File: config.mk
export PLATFORM = sky130hd
export DESIGN_NAME = pwm_multi_channel
export DESIGN_NICKNAME = d
export VERILOG_FILES = /design/src/rtl/pwm_multi_channel.sv
export SDC_FILE = /design/constraint.sdc
export NUM_CORES = 1
export LEC_CHECK = 0
export ABC_AREA = 0
export BUFFER_PORTS_ARGS = -buffer_cell sky130_fd_sc_hd__buf_2
export CAP_MARGIN = 30
export CORE_MARGIN = 1
export CORE_UTILIZATION = 50
export CTS_CLUSTER_SIZE = 12
export DETAILED_ROUTE_END_ITERATION = 6
export GPL_TIMING_DRIVEN = 0
export PLACE_DENSITY = 0.74
export SETUP_SLACK_MARGIN = 0.4
export SYNTH_ARGS = -nofsm -noshare
export SYNTH_HDL_FRONTEND = slang
export SYNTH_SLANG_ARGS = --single-unit
File: constraint.sdc
create_clock -name CLK -period 8.59 [get_ports CLK]
set_input_delay 0.4295 -clock CLK [delete_from_list [all_inputs] [get_ports CLK]]
set_output_delay 0.4295 -clock CLK [all_outputs]
set_load 0.02 [all_outputs]
File: src/rtl/pwm_multi_channel.sv
// Multi-channel PWM: shared period counter, per-channel duty, debounced keys and a serial threshold engine.
// Optional build macro PWM_CENTER_ALIGN_EN selects up/down centre-aligned counting.

module PwmKeyDebounce #(
   parameter int CYCLES = 1000000
) (
   input  logic clk_i,
   input  logic rst_ni,
   input  logic key_ni,
   output logic press_o
);

   localparam int DB_W = $clog2(CYCLES + 1);
   localparam logic [DB_W-1:0] LAST = DB_W'(CYCLES - 1);

   localparam logic [1:0] ST_IDLE    = 2'd0;
   localparam logic [1:0] ST_PRESS   = 2'd1;
   localparam logic [1:0] ST_HELD    = 2'd2;
   localparam logic [1:0] ST_RELEASE = 2'd3;

   logic [1:0]      syncQ;
   logic [1:0]      stateQ, stateD;
   logic [DB_W-1:0] cntQ, cntD;
   logic            pressQ, pressD;
   logic            down;

   assign down    = ~syncQ[1];
   assign press_o = pressQ;

   // A bounce during either wait window falls back to the last stable state
   always_comb begin
      stateD = stateQ;
      cntD   = cntQ;
      pressD = 1'b0;
      case (stateQ)
         ST_IDLE: begin
            if (down) begin
               stateD = ST_PRESS;
               cntD   = '0;
            end
         end
         ST_PRESS: begin
            if (!down) begin
               stateD = ST_IDLE;
               cntD   = '0;
            end else if (cntQ == LAST) begin
               stateD = ST_HELD;
               cntD   = '0;
               pressD = 1'b1;
            end else begin
               cntD = cntQ + 1'b1;
            end
         end
         ST_HELD: begin
            if (!down) begin
               stateD = ST_RELEASE;
               cntD   = '0;
            end
         end
         default: begin
            if (down) begin
               stateD = ST_HELD;
               cntD   = '0;
            end else if (cntQ == LAST) begin
               stateD = ST_IDLE;
               cntD   = '0;
            end else begin
               cntD = cntQ + 1'b1;
            end
         end
      endcase
   end

   // The synchroniser resets to the released key level
   always_ff @(posedge clk_i or negedge rst_ni) begin
      if (!rst_ni) begin
         syncQ  <= 2'b11;
         stateQ <= ST_IDLE;
         cntQ   <= '0;
         pressQ <= 1'b0;
      end else begin
         syncQ  <= {syncQ[0], key_ni};
         stateQ <= stateD;
         cntQ   <= cntD;
         pressQ <= pressD;
      end
   end

endmodule

module pwm_multi_channel #(
   parameter int CHANNELS        = 4,
   parameter int CNT_W           = 24,
   parameter int DEFAULT_PERIOD  = 50000,
   parameter int DEFAULT_DUTY    = 50,
   parameter int PERIOD_STEP     = 5000,
   parameter int PERIOD_MIN      = 100,
   parameter int PERIOD_MAX      = 1000000,
   parameter int DEBOUNCE_CYCLES = 1000000
) (
   input  logic                CLK,
   input  logic                RSTn,
   input  logic                SelCh_In,
   input  logic                AddDuty_In,
   input  logic                SubDuty_In,
   input  logic                AddPeriod_In,
   input  logic                SubPeriod_In,
   output logic [CHANNELS-1:0] PWM_Out,
   output logic [2:0]          Sel_Ch,
   output logic [6:0]          Duty,
   output logic [CNT_W-1:0]    Count_P,
   output logic [CNT_W-1:0]    Count_D,
   output logic                Busy
);

   localparam int SEL_W  = (CHANNELS > 1) ? $clog2(CHANNELS) : 1;
   localparam int PROD_W = CNT_W + 7;
   localparam int STEP_W = $clog2(PROD_W);

   localparam logic [CNT_W-1:0]  RESET_PERIOD = CNT_W'(DEFAULT_PERIOD);
   localparam logic [CNT_W-1:0]  RESET_THR    = CNT_W'(DEFAULT_PERIOD * DEFAULT_DUTY / 100);
   localparam logic [6:0]        RESET_DUTY   = 7'(DEFAULT_DUTY);
   localparam logic [CNT_W-1:0]  P_MIN        = CNT_W'(PERIOD_MIN);
   localparam logic [CNT_W-1:0]  P_MAX        = CNT_W'(PERIOD_MAX);
   localparam logic [CNT_W-1:0]  P_STEP       = CNT_W'(PERIOD_STEP);
   localparam logic [SEL_W-1:0]  LAST_CH      = SEL_W'(CHANNELS - 1);
   localparam logic [STEP_W-1:0] MUL_LAST     = STEP_W'(6);
   localparam logic [STEP_W-1:0] DIV_LAST     = STEP_W'(PROD_W - 1);

   localparam logic [1:0] ENG_IDLE = 2'd0;
   localparam logic [1:0] ENG_MUL  = 2'd1;
   localparam logic [1:0] ENG_DIV  = 2'd2;
   localparam logic [1:0] ENG_DONE = 2'd3;

   logic [4:0] keyN, keyEv;
   logic       evSel, evAddDuty, evSubDuty, evAddP, evSubP;

   assign keyN = {SubPeriod_In, AddPeriod_In, SubDuty_In, AddDuty_In, SelCh_In};
   assign {evSubP, evAddP, evSubDuty, evAddDuty, evSel} = keyEv;

   for (genvar k = 0; k < 5; k++) begin : g_key
      PwmKeyDebounce #(.CYCLES(DEBOUNCE_CYCLES)) u_db (
         .clk_i   (CLK),
         .rst_ni  (RSTn),
         .key_ni  (keyN[k]),
         .press_o (keyEv[k])
      );
   end

   logic [SEL_W-1:0]    selQ, selD;
   logic [6:0]          dutyQ [CHANNELS];
   logic [6:0]          dutyD [CHANNELS];
   logic [CNT_W-1:0]    shadowPeriodQ, shadowPeriodD;
   logic [CNT_W-1:0]    activePeriodQ;
   logic [CNT_W-1:0]    thrShadowQ [CHANNELS];
   logic [CNT_W-1:0]    thrShadowD [CHANNELS];
   logic [CNT_W-1:0]    thrActiveQ [CHANNELS];
   logic [CHANNELS-1:0] pendingQ, pendingD, setMask;
   logic [1:0]          engQ, engD;
   logic [SEL_W-1:0]    chQ, chD, pickIdx;
   logic [PROD_W-1:0]   accQ, accD, mcandQ, mcandD;
   logic [6:0]          mplierQ, mplierD;
   logic [6:0]          remQ, remD;
   logic [7:0]          remShift;
   logic [STEP_W-1:0]   stepQ, stepD;
   logic                reArmQ, reArmD;
   logic [CNT_W-1:0]    cntQ;
   logic [CHANNELS-1:0] hit, pwmQ;
   logic                ready;

   // Key events act in the cycle they arrive; saturated presses leave everything untouched
   always_comb begin
      selD          = selQ;
      dutyD         = dutyQ;
      shadowPeriodD = shadowPeriodQ;
      setMask       = '0;
      if (evAddDuty && !evSubDuty && dutyQ[selQ] < 7'd100) begin
         dutyD[selQ]   = dutyQ[selQ] + 7'd1;
         setMask[selQ] = 1'b1;
      end else if (evSubDuty && !evAddDuty && dutyQ[selQ] != 7'd0) begin
         dutyD[selQ]   = dutyQ[selQ] - 7'd1;
         setMask[selQ] = 1'b1;
      end
      if (evAddP && !evSubP && shadowPeriodQ < P_MAX) begin
         shadowPeriodD = (({1'b0, shadowPeriodQ} + {1'b0, P_STEP}) >= {1'b0, P_MAX}) ?
                         P_MAX : shadowPeriodQ + P_STEP;
         setMask       = '1;
      end else if (evSubP && !evAddP && shadowPeriodQ > P_MIN) begin
         shadowPeriodD = ({1'b0, shadowPeriodQ} <= ({1'b0, P_MIN} + {1'b0, P_STEP})) ?
                         P_MIN : shadowPeriodQ - P_STEP;
         setMask       = '1;
      end
      if (evSel) begin
         selD = (selQ == LAST_CH) ? '0 : selQ + 1'b1;
      end
   end

   always_comb begin
      pickIdx = '0;
      for (int i = CHANNELS - 1; i >= 0; i--) begin
         if (pendingQ[i]) begin
            pickIdx = SEL_W'(i);
         end
      end
   end

   // A change landing on the channel being computed re-arms it so DONE leaves its pending bit set
   always_comb begin
      engD       = engQ;
      chD        = chQ;
      accD       = accQ;
      mcandD     = mcandQ;
      mplierD    = mplierQ;
      remD       = remQ;
      stepD      = stepQ;
      reArmD     = reArmQ;
      thrShadowD = thrShadowQ;
      pendingD   = pendingQ | setMask;
      remShift   = {remQ, accQ[PROD_W-1]};
      case (engQ)
         ENG_IDLE: begin
            if (|pendingQ) begin
               engD    = ENG_MUL;
               chD     = pickIdx;
               accD    = '0;
               mcandD  = PROD_W'(shadowPeriodQ);
               mplierD = dutyQ[pickIdx];
               stepD   = '0;
               reArmD  = setMask[pickIdx];
            end
         end
         ENG_MUL: begin
            if (mplierQ[0]) begin
               accD = accQ + mcandQ;
            end
            mcandD  = mcandQ << 1;
            mplierD = mplierQ >> 1;
            if (stepQ == MUL_LAST) begin
               engD  = ENG_DIV;
               stepD = '0;
               remD  = '0;
            end else begin
               stepD = stepQ + 1'b1;
            end
         end
         ENG_DIV: begin
            if (remShift >= 8'd100) begin
               remD = 7'(remShift - 8'd100);
               accD = {accQ[PROD_W-2:0], 1'b1};
            end else begin
               remD = remShift[6:0];
               accD = {accQ[PROD_W-2:0], 1'b0};
            end
            if (stepQ == DIV_LAST) begin
               engD = ENG_DONE;
            end else begin
               stepD = stepQ + 1'b1;
            end
         end
         default: begin
            thrShadowD[chQ] = accQ[CNT_W-1:0];
            if (!reArmQ && !setMask[chQ]) begin
               pendingD[chQ] = 1'b0;
            end
            engD = ENG_IDLE;
         end
      endcase
      if (engQ != ENG_IDLE && setMask[chQ]) begin
         reArmD = 1'b1;
      end
   end

   always_ff @(posedge CLK or negedge RSTn) begin
      if (!RSTn) begin
         selQ          <= '0;
         shadowPeriodQ <= RESET_PERIOD;
         pendingQ      <= '0;
         engQ          <= ENG_IDLE;
         chQ           <= '0;
         accQ          <= '0;
         mcandQ        <= '0;
         mplierQ       <= '0;
         remQ          <= '0;
         stepQ         <= '0;
         reArmQ        <= 1'b0;
         for (int i = 0; i < CHANNELS; i++) begin
            dutyQ[i]      <= RESET_DUTY;
            thrShadowQ[i] <= RESET_THR;
         end
      end else begin
         selQ          <= selD;
         dutyQ         <= dutyD;
         shadowPeriodQ <= shadowPeriodD;
         pendingQ      <= pendingD;
         engQ          <= engD;
         chQ           <= chD;
         accQ          <= accD;
         mcandQ        <= mcandD;
         mplierQ       <= mplierD;
         remQ          <= remD;
         stepQ         <= stepD;
         reArmQ        <= reArmD;
         thrShadowQ    <= thrShadowD;
      end
   end

   // Loads gate on the engine alone; the period mismatch term only reports that a load is still due
   assign ready = (engQ == ENG_IDLE) && !(|pendingQ);
   assign Busy  = !ready || (shadowPeriodQ != activePeriodQ);

`ifdef PWM_CENTER_ALIGN_EN
   logic dirQ;

   always_ff @(posedge CLK or negedge RSTn) begin
      if (!RSTn) begin
         cntQ          <= '0;
         dirQ          <= 1'b0;
         activePeriodQ <= RESET_PERIOD;
         for (int i = 0; i < CHANNELS; i++) begin
            thrActiveQ[i] <= RESET_THR;
         end
      end else if (!dirQ) begin
         if (cntQ >= activePeriodQ - 1'b1) begin
            dirQ <= 1'b1;
         end else begin
            cntQ <= cntQ + 1'b1;
         end
      end else if (cntQ == '0) begin
         dirQ <= 1'b0;
         if (ready) begin
            activePeriodQ <= shadowPeriodQ;
            thrActiveQ    <= thrShadowQ;
         end
      end else begin
         cntQ <= cntQ - 1'b1;
      end
   end

   // High while cnt >= period - thr, so the pulse straddles the top turn-around
   always_comb begin
      hit = '0;
      for (int i = 0; i < CHANNELS; i++) begin
         hit[i] = ({1'b0, cntQ} + {1'b0, thrActiveQ[i]}) >= {1'b0, activePeriodQ};
      end
   end
`else
   always_ff @(posedge CLK or negedge RSTn) begin
      if (!RSTn) begin
         cntQ          <= '0;
         activePeriodQ <= RESET_PERIOD;
         for (int i = 0; i < CHANNELS; i++) begin
            thrActiveQ[i] <= RESET_THR;
         end
      end else if (cntQ >= activePeriodQ - 1'b1) begin
         cntQ <= '0;
         if (ready) begin
            activePeriodQ <= shadowPeriodQ;
            thrActiveQ    <= thrShadowQ;
         end
      end else begin
         cntQ <= cntQ + 1'b1;
      end
   end

   always_comb begin
      hit = '0;
      for (int i = 0; i < CHANNELS; i++) begin
         hit[i] = cntQ < thrActiveQ[i];
      end
   end
`endif

   always_ff @(posedge CLK or negedge RSTn) begin
      if (!RSTn) begin
         pwmQ <= '0;
      end else begin
         pwmQ <= hit;
      end
   end

   assign PWM_Out = pwmQ;
   assign Sel_Ch  = 3'(selQ);
   assign Duty    = dutyQ[selQ];
   assign Count_P = activePeriodQ;
   assign Count_D = thrActiveQ[selQ];

endmodule
==> results.py <==
metrics = {
    "outcome": {
        "status": "complete, no violations",
    },
    "pwr": {
        "ir_drop_v": 0.000150,
        "power_density_nw_per_um2": 166,
        "p_leak_nw": 15.3,
        "finalPower_mw": 5.36,
    },
    "timing": {
        "hold_violations": 0,
        "setup_slack_ps": 3690,
        "setup_violations": 0,
        "worst_slew_pin_slew_ps": 1020,
        "slew_viol_final": 0,
        "finalCriticalPeriod_ps": 4900,
        "setup_tns_ps": 0,
        "fmax_mhz": 204,
        "finClkSkew_ps": 21.2,
        "rsz0062_at_grt": "false",
        "max_slew_margin": 0.323,
        "period_share": 0.571,
    },
    "detailed_routing": {
        "viasPerCell": 5.89,
        "drt_iter0_markers": 1632,
        "dr.pass1.iters": 5,
        "num_vias": 21900,
        "drt-total-wl_mm": 73.4,
        "ant_nets": 0,
        "wl_per_cell_um": 19.8,
        "drcViolationCount": 0,
    },
    "yosys": {
        "syn_inst": 2773,
        "ys_ff_latch": 509,
        "yosys_warnings": 0,
        "synth.distinct_cells": 90,
        "synth_edf_count": 0,
        "synth.avg_cell_area_um2": 10.5,
        "netlist_area_um2": 29000,
        "synthFlopType": "dfrtp_1",
        "yosysSeqAreaShare": 0.443,
        "synth-async-reset-ratio": 1.00,
    },
    "setup_path": {
        "cp_cell_sequence": "clkbuf_1 > nor4_1 > nand2_1 > nor4_2 > nand2_1 > or2_2 > nor4_1 > xnor2_1 > ha_1 > a21o_1 > a21o_1 > a21oi_1 > o21ai_0 > a21oi_1 > buf_2 > buf_4 > buf_4 > mux2_2",
        "worstRegToRegCells": 18,
        "worstPathRequired_ps": 9090,
        "slowest_stage": "a21oi_1",
        "path_buf_inv": 4,
        "end_kind": "register",
        "crit_type": "reg -> reg",
        "cp.arrival_ps": 5400,
        "cp.depth": 18,
        "max_stage_delay_ps": 460,
        "crit_fanout": 10,
        "critPathTopFamily": "simple AND/OR/NAND/NOR gates",
        "start_kind": "register",
    },
    "clock_tree": {
        "cts_buffers": 55,
        "cts_resized": 0,
        "h-tree-depth": 2,
        "root_buffer": "clkbuf_16",
        "clock_sinks": 509,
        "postCtsSetupBuffers": 0,
        "cts_tree": "yes",
        "clockBufferDepth": 3,
        "cts.clk_slew.worst_paths_ps": 60,
        "clk_latency_ps": 630,
    },
    "placed_design": {
        "portBuffers": 66,
        "hpwl_mm": 52.9,
        "place_ws_ps": 3750,
        "place_congestion": 0.925,
        "dpl_cell_area_um2": 30400,
    },
    "job": {
        "drv_cap": 0,
    },
    "final_layout": {
        "multiInputGateArea_um2": 15200,
        "nFillCells": 4742,
        "antenna_cells": 0,
        "seqCellArea_um2": 12800,
        "drive_gt1_frac": 0.194,
        "synthToLayoutAreaGrowth_pct": 11.2,
        "utilization": 0.568,
        "fin_area_um2": 32300,
        "layout.nets": 3107,
    },
    "min_path": {
        "min_path_type": "reg -> reg",
        "min_path_cells": 0,
    },
    "die": {
        "die_area_um2": 59000,
        "rows": 87,
        "ios": 70,
        "dieWidth_um": 243,
        "core_area_um2": 56800,
        "start_util": 0.511,
        "die_h_um": 243,
    },
    "global_routing": {
        "antenna_found_initial": 1,
        "grt_pass1_wl_mm": 119,
        "grt_use_total": 0.251,
        "grt_overflow": 0,
        "grt_max_degree": 125,
        "grt_pass1_vias": 22400,
    },
}
[per-stage QoR]
stage / hold slack, ps / cells
6_report: 354 / 3712
5_1_grt: 357 / 3712
4_1_cts: 355 / 3712
2_1_floorplan: 134 / 2775
3_3_place_gp: 346 / 3597
3_5_place_dp: 347 / 3602
[worst paths after layout]
path                                                  startpoint                                to  slack (ps)
min in group asynchronous                                   RSTn         thrActiveQ[6]$_DFFE_PN0P_         440
worst min-delay path            g_key[3].u_db.syncQ[0]$_DFF_PN1_  g_key[3].u_db.syncQ[1]$_DFF_PN1_         350
max in group asynchronous                                   RSTn  g_key[3].u_db.syncQ[0]$_DFF_PN1_        6120
worst max-delay path                      Count_P[4]$_DFFE_PN1P_           Count_P[10]$_DFFE_PN0P_        3690
worst max register to register            Count_P[4]$_DFFE_PN1P_           Count_P[10]$_DFFE_PN0P_        3690
worst min register to register  g_key[3].u_db.syncQ[0]$_DFF_PN1_  g_key[3].u_db.syncQ[1]$_DFF_PN1_         350
[routing by layer]
layer  global-route usage  share of wire  vias up  wire, um
met5                    0              0        -         0
met4                0.110          0.043        0      3190
met3               0.0398          0.049      172      3590
met2                0.420           0.48      621     35500
met1                0.322           0.42    10900     31200
li1                     -              -    10100         -
[cell type report]
| cell class | instances | area share |
|---|---|---|
| timing repair buffer | 77 | 0.0161 |
| sequential | 509 | 0.398 |
| tap | 756 | 0.0293 |
| buffer | 103 | 0.0143 |
| inverter | 141 | 0.0164 |
| multi-input combinational | 2022 | 0.471 |
| clock inverter | 13 | 0.00419 |
| clock buffer | 91 | 0.0512 |
[timing repair]
item	CTS	global route
setup endpoints to repair	0	0
hold endpoints to repair	83	0
hold buffers	6	0
[flip-flops by register name (all words and copies together) (netlist names), 5 cells and up]
register            flops
Count_P                22
accQ                   31
cntQ                   24
dutyQ                  28
g_key.u_db.cntQ       100
g_key.u_db.press_o      5
g_key.u_db.stateQ      10
g_key.u_db.syncQ       10
mcandQ                 31
mplierQ                 7
remQ                    7
shadowPeriodQ          22
stepQ                   5
thrActiveQ             96
thrShadowQ             96
[report_power, final]
part	internal, mW	switching [mW]	total [mW]
clock network	1.37	0.995	2.36
logic	0.162	0.344	0.506
registers	2.44	0.0424	2.49
[synth_stat cells (13+ instances only)]
| cell | number | area [um2] |
|---|---|---|
| buf_2 | 22 | 110 |
| mux2_2 | 229 | 2580 |
| and3_1 | 55 | 344 |
| nor4_1 | 16 | 100 |
| inv_1 | 141 | 529 |
| a22o_1 | 14 | 123 |
| nand3_1 | 71 | 355 |
| o21ai_0 | 188 | 941 |
| dfstp_2 | 82 | 2150 |
| o31ai_1 | 21 | 158 |
| nand2b_1 | 32 | 200 |
| nor2_1 | 191 | 717 |
| xnor2_1 | 74 | 648 |
| mux2_1 | 16 | 180 |
| nor2b_1 | 16 | 100 |
| xor2_1 | 85 | 744 |
| a21o_1 | 59 | 443 |
| or3_1 | 13 | 81.3 |
| a21oi_1 | 107 | 536 |
| dfrtp_1 | 427 | 10700 |
| ha_1 | 190 | 2380 |
| nand2_1 | 265 | 995 |
| mux4_2 | 40 | 901 |
| clkbuf_1 | 64 | 240 |
| mux2i_1 | 40 | 400 |
| nor3_1 | 38 | 190 |
| o21a_1 | 19 | 143 |
| nand4_1 | 41 | 257 |
[placed cells by master (no fill, tap or decap), types with 13 or more instances in the layout]
master and count:
and3_1 55, nor3_1 38, a21o_1 59, buf_2 87
nor2_1 191, o31ai_1 21, xor2_1 85, nand4_1 41
nand2b_1 32, dfstp_2 82, clkbuf_16 56, o21a_1 19
nor4_1 16, mux2_1 16, clkbuf_1 87, nor2b_1 16
xnor2_1 74, or3_1 13, nand3_1 71, nand2_1 265
mux4_2 40, a22o_1 14, ha_1 190, mux2_2 229
a21oi_1 107, dfrtp_1 427, mux2i_1 40, inv_1 141
o21ai_0 188
[kinds of logic after synthesis]
logic type | after synthesis | synth area share
XOR/XNOR | 161 | 0.0491
multiplexers | 325 | 0.140
buffers and inverters | 244 | 0.0342
adder cells (fa/ha/maj) | 191 | 0.0826
flip-flops | 509 | 0.443
other | 1 | 0.000129
AO/OA/AOI/OAI | 538 | 0.118
AND/OR/NAND/NOR | 804 | 0.134
(Power assumes the default switching activity.)
